File: src/rtl/mod_sequencer.sv
// Modulator datapath controller: symbol strobe generation and
// FILL/RUN/DRAIN sequencing of the PRBS and FIR enables.
module mod_sequencer #(
   parameter int NB_COUNT     = 3,
   parameter int NB_BURST     = 16,
   parameter int FILL_SYMBOLS = 6
) (
   input  logic                clock,
   input  logic                i_reset,
   input  logic                i_start,
   input  logic                i_stop,
   input  logic [NB_BURST-1:0] i_burst_len,
   output logic                o_valid,
   output logic                o_prbs_enable,
   output logic                o_fir_enable,
   output logic                o_out_valid,
   output logic                o_busy,
   output logic                o_done,
   output logic [1:0]          o_state,
   output logic [NB_BURST-1:0] o_sym_count
);

   localparam int NB_FILL =
      (FILL_SYMBOLS > 1) ? $clog2(FILL_SYMBOLS) : 1;
   localparam logic [NB_FILL-1:0] FILL_LAST =
      NB_FILL'(FILL_SYMBOLS - 1);

   typedef enum logic [1:0] {
      IDLE  = 2'd0,
      FILL  = 2'd1,
      RUN   = 2'd2,
      DRAIN = 2'd3
   } state_t;

   state_t              state;
   logic [NB_COUNT-1:0] phase;
   logic [NB_FILL-1:0]  fill_cnt;
   logic [NB_BURST-1:0] sym_count;
   logic                done;
   logic                strobe;
   logic [NB_BURST-1:0] sym_next;
   logic                burst_hit;

   assign strobe    = (state != IDLE) && (&phase);
   assign sym_next  = sym_count + NB_BURST'(1);
   assign burst_hit = strobe && (i_burst_len != '0)
                      && (sym_next == i_burst_len);

   always_ff @(posedge clock) begin
      if (i_reset) begin
         state     <= IDLE;
         phase     <= '0;
         fill_cnt  <= '0;
         sym_count <= '0;
         done      <= 1'b0;
      end else begin
         done <= 1'b0;
         unique case (state)
            IDLE: begin
               phase <= '0;
               if (i_start && !i_stop) begin
                  state     <= FILL;
                  sym_count <= '0;
                  fill_cnt  <= '0;
               end
            end
            FILL: begin
               phase <= phase + 1'b1;
               if (i_stop) begin
                  state <= IDLE;
                  phase <= '0;
               end else if (strobe) begin
                  if (fill_cnt == FILL_LAST) begin
                     state    <= RUN;
                     fill_cnt <= '0;
                  end else begin
                     fill_cnt <= fill_cnt + 1'b1;
                  end
               end
            end
            RUN: begin
               phase <= phase + 1'b1;
               if (strobe)
                  sym_count <= sym_next;
               if (i_stop || burst_hit) begin
                  state    <= DRAIN;
                  fill_cnt <= '0;
               end
            end
            DRAIN: begin
               phase <= phase + 1'b1;
               if (strobe) begin
                  if (fill_cnt == FILL_LAST) begin
                     state    <= IDLE;
                     phase    <= '0;
                     fill_cnt <= '0;
                     done     <= 1'b1;
                  end else begin
                     fill_cnt <= fill_cnt + 1'b1;
                  end
               end
            end
            default: state <= IDLE;
         endcase
      end
   end

   // Enables and qualifiers are pure decodes of registered state/phase
   assign o_valid       = strobe;
   assign o_prbs_enable = (state == FILL) || (state == RUN);
   assign o_fir_enable  = (state != IDLE);
   assign o_out_valid   = strobe && ((state == RUN) || (state == DRAIN));
   assign o_busy        = (state != IDLE);
   assign o_done        = done;
   assign o_state       = state;
   assign o_sym_count   = sym_count;

endmodule

File: config.mk
export PLATFORM = sky130hd
export DESIGN_NAME = mod_sequencer
export DESIGN_NICKNAME = d
export VERILOG_FILES = /design/src/rtl/mod_sequencer.sv
export SDC_FILE = /design/constraint.sdc
export NUM_CORES = 1
export LEC_CHECK = 0
export ABC_AREA = 1
export CAP_MARGIN = 5
export CORE_ASPECT_RATIO = 1.4
export CORE_MARGIN = 2
export CORE_UTILIZATION = 40
export CTS_CLUSTER_SIZE = 12
export DETAILED_ROUTE_END_ITERATION = 10
export PLACE_DENSITY = 0.66
export RECOVER_POWER = 100
export REMOVE_ABC_BUFFERS = 1
export SYNTH_ARGS = -nofsm -noshare
export SYNTH_HDL_FRONTEND = slang
export SYNTH_SLANG_ARGS = --single-unit
File: constraint.sdc
create_clock -name clock -period 3.52 [get_ports clock]
set_clock_uncertainty 0.05 [all_clocks]
set_input_delay 1.056 -clock clock [delete_from_list [all_inputs] [get_ports clock]]
set_output_delay 1.056 -clock clock [all_outputs]
set_load 0.005 [all_outputs]
==> metrics.md <==
| Metric | Value |
|---|---|
| Async set or reset register ratio after synthesis | 0 |
| Status | completed |
| Core box area | 0.00480 sq mm |
| Minimum hold slack | 397 ps |
| Hold endpoint | phase[0]$_SDFF_PP0_ |
| Nets | 397 |
| Cells after synthesis | 324 |
| Post-Layout Cell Count | 433 |
| Router iterations before antenna repair | 6 |
| Synth area leaders | dfxtp_1 25%, nand2_1 20%, inv_1 8.4%, nor2_1 6.1%, a21oi_1 5.8% |
| Startpoint types | register |
| Layout area overhead | 27.3% |
| Setup ws final | 246 ps |
| CP Class | register to primary output |
| LEAKAGE | 1.13 nW |
| Netlist Area Pre-Place | 0.00198 sq mm |
| Clock sinks | 25 |
| Clk_lat worst skew | 280 ps |
| DRT iter0 DRCs | 100 |
| # H-tree levels | 1 |
| Die area | 0.00553 sq mm |
| Fin crit period | 3270 ps |
| DRC errors left | 0 |
| Buf+Inv Stages, Crit Path | 3 |
| Initial antenna violation count | 0 |
| Row cnt | 30 |
| Largest net degree at the start of global routing | 16 |
| Max-cap violations | 0 |
| Cells after DPL | 429 |
| Hold Path Cell Cnt | 1 |
| Endpoints failing setup | 0 |
| DR vias/cell | 4.99 |
| Routed Wire Length | 5.37 mm |
| N_diodes | 0 |
| Hold Violations, Final | 0 |
| Postcts setup bufs | 0 |
| Number of synthesized register bits | 25 |
| Top-count cell post-synth | nand2_1 |
| Synthesized area per cell | 6.10 sq um |
| Share of cells above drive strength 1 | 0.0678 |
| Die H | 87.2 um |
| Max Buffers Root-to-Sink | 2 |
| R2R Setup Slk | 970 ps |
| Slowest stage cell on the critical path | dlygate4sd3_1 |
| Arr. time, crit path | 2170 ps |
| Reg2Reg Depth | 11 |
| Final Cycle Share | 0.930 |
| Worst Path Required | 2410 ps |
| Slew @ Worst Pin | 551 ps |
| Layout fillers | 535 |
| Synth cell count leaders | 104 x nand2_1, 44 x inv_1, 32 x nor2_1 |
| Clock root cell | clkbuf_8 |
| PortBufs | 43 |
| Vias after detailed routing | 2,160 |
| Multi-input logic area | 0.00126 sq mm |
| YS warnings | 0 |
| HPWL Detailed | 4.26 mm |
| Max-slew violation count | 0 |
| Storage element area | 500 sq um |
| CTS buffer count | 3 |
| Total GRT Usage | 0.204 |
| Number of enable flip-flop cells after synthesis | 0 |
| Worst-path maximum fanout | 5 |
| Post-synthesis sequential area ratio | 0.253 |
| Num ports | 44 |
| Synth top area share | 0.253 |
| Hold path start | phase[0]$_SDFF_PP0_ |
| Power Dens Cells | 387 mW/mm^2 |
| Post-cts hold buffer count | 0 |
| Maximum vdd drop | 0.286 mV |
| Area leader, netlist | dfxtp_1 |
| RSZ-0062 raised after global routing | no |
| CTS tree | done |
| Worst Setup SP | o_state[0]$_SDFFE_PP0P_ |
| Slew HR | 0.631 |
| Worst reg2reg path startpoint | o_state[0]$_SDFFE_PP0P_ |
| Post-CTS Resized | 0 |
| Post-route cell area | 0.00251 sq mm |
| Top cell family by delay on the critical path | buffers and inverters |
| Grt ovf | 0 |
| CP most frequent cell | inv_1 |
| Dpl ws | 626 ps |
| Setup TNS | 0 ps |
| DR WL/cell | 12.4 um |
| CP endpoint kind | primary output |
| Crit-path max cell delay | 580 ps |
| Crit-path cells | inv_1 > ha_1 > nor2_1 > inv_1 > a21oi_1 > dlygate4sd3_1 |
| Routed Antenna Nets | 0 |
| CTS clk-pin slew, worst paths | 100 ps |
| Gpl congestion | 0.837 |
| Ys flop type | dfxtp_1 |
| Reg2reg end | o_sym_count[12]$_SDFFE_PP0P_ |
| Netlist cell types | 31 |
| Worst hold path type | register to register |
| F_max | 305 MHz |
| Dpl cell area | 0.00248 sq mm |
| Vias in the first global route | 1,998 |
| Wire length of the first global-routing pass | 9.04 mm |
| Die X-Extent | 63.4 um |
| Starting Density | 0.411 |
metal layers:
| layer | GRT usage | up-vias | routed length, um |
|---|---|---|---|
| met1 | 0.236 | 953 | 2350 |
| met4 | 0.0692 | 0 | 121 |
| li1 | - | 1131 | - |
| met3 | 0.0285 | 13 | 243 |
| met5 | 0 | - | 0 |
| met2 | 0.380 | 63 | 2650 |
per-stage QoR:
stage | total power [mW] | util
after global routing | 1.05 | 0.523
after floorplan | 0.611 | -
after global placement | 0.813 | 0.517
after detailed placement | 0.818 | 0.517
after CTS | 1.00 | 0.527
final | 0.973 | 0.523
sequential cells by signal, indices dropped and copies added, names as in the netlist, named ones only:
signal / count
o_done: 1
fill_cnt: 3
phase: 3
o_sym_count: 16
o_state: 1
cell type report:
class	count	share of cell area
Tap cell	64	0.0318
Clock buffer	3	0.0164
Timing Repair Buffer	46	0.179
Inverter	46	0.0687
Multi-Input combinational cell	248	0.502
Clock inverter	1	0.00299
Sequential cell	25	0.199
cells by family (layout without fill, tap and decap cells):
| logic type | after synthesis | after routing | share of synthesized area |
|---|---|---|---|
| adder cells (fa/ha/maj) | 7 | 7 | 0.0443 |
| AND/OR/NAND/NOR | 206 | 206 | 0.497 |
| flip-flops | 25 | 25 | 0.253 |
| XOR/XNOR | 3 | 3 | 0.0133 |
| AO/OA/AOI/OAI | 32 | 32 | 0.0925 |
| buffers and inverters | 51 | 96 | 0.0994 |
placed cells by master (no fill, tap or decap):
cell type / Yosys / final
clkinvlp_4: 0 / 1
a21oi_1: 23 / 23
nor2_8: 1 / 1
nand3b_1: 7 / 7
nand3_2: 2 / 1
inv_1: 44 / 44
buf_4: 1 / 2
o41ai_1: 1 / 1
nor4_1: 1 / 1
clkbuf_8: 0 / 3
nor3_1: 3 / 3
nor3b_1: 1 / 1
o21ai_0: 1 / 1
o21bai_1: 1 / 1
nand2_2: 6 / 6
dlygate4sd3_1: 0 / 27
nor2_4: 4 / 4
xor2_1: 1 / 1
nand3_1: 23 / 24
a211oi_1: 3 / 3
nor2_1: 32 / 33
nor2_2: 5 / 4
xnor2_1: 2 / 2
ha_1: 7 / 7
dfxtp_1: 25 / 25
nand2_1: 104 / 105
clkdlybuf4s50_1: 0 / 16
clkbuf_1: 3 / 1
o22ai_1: 1 / 1
nand4_1: 14 / 14
clkinv_1: 2 / 2
a31oi_1: 1 / 1
nand2_4: 3 / 2
o21bai_2: 1 / 1
how the worst max path moves through the flow:
stage / to / slack [ps] / depth (start not counted)
detailed placement: o_out_valid / 630 / 6
CTS: o_out_valid / 270 / 6
global route: o_out_valid / 110 / 6
global placement: o_out_valid / 580 / 6
finish: o_out_valid / 250 / 6
floorplan: o_sym_count[2]$_SDFFE_PP0P_ / 1060 / 9
worst reg2reg max path, delay by kind of cell (launching register included):
family | cells | cell delay (ps)
buffers and inverters | 4 | 750
adders and majority gates | 1 | 260
and+or+nand+nor | 4 | 750
DFF | 1 | 420
AOI/OAI and AO/OA | 2 | 210
power breakdown:
part           internal, mW  total [mW]  switching, mW
Combinational         0.177       0.444          0.267
Clock                0.0805       0.184          0.104
Sequential            0.310       0.345         0.0351
Total                 0.567       0.973          0.406
Note: power is estimated with default switching activity, not from simulation.
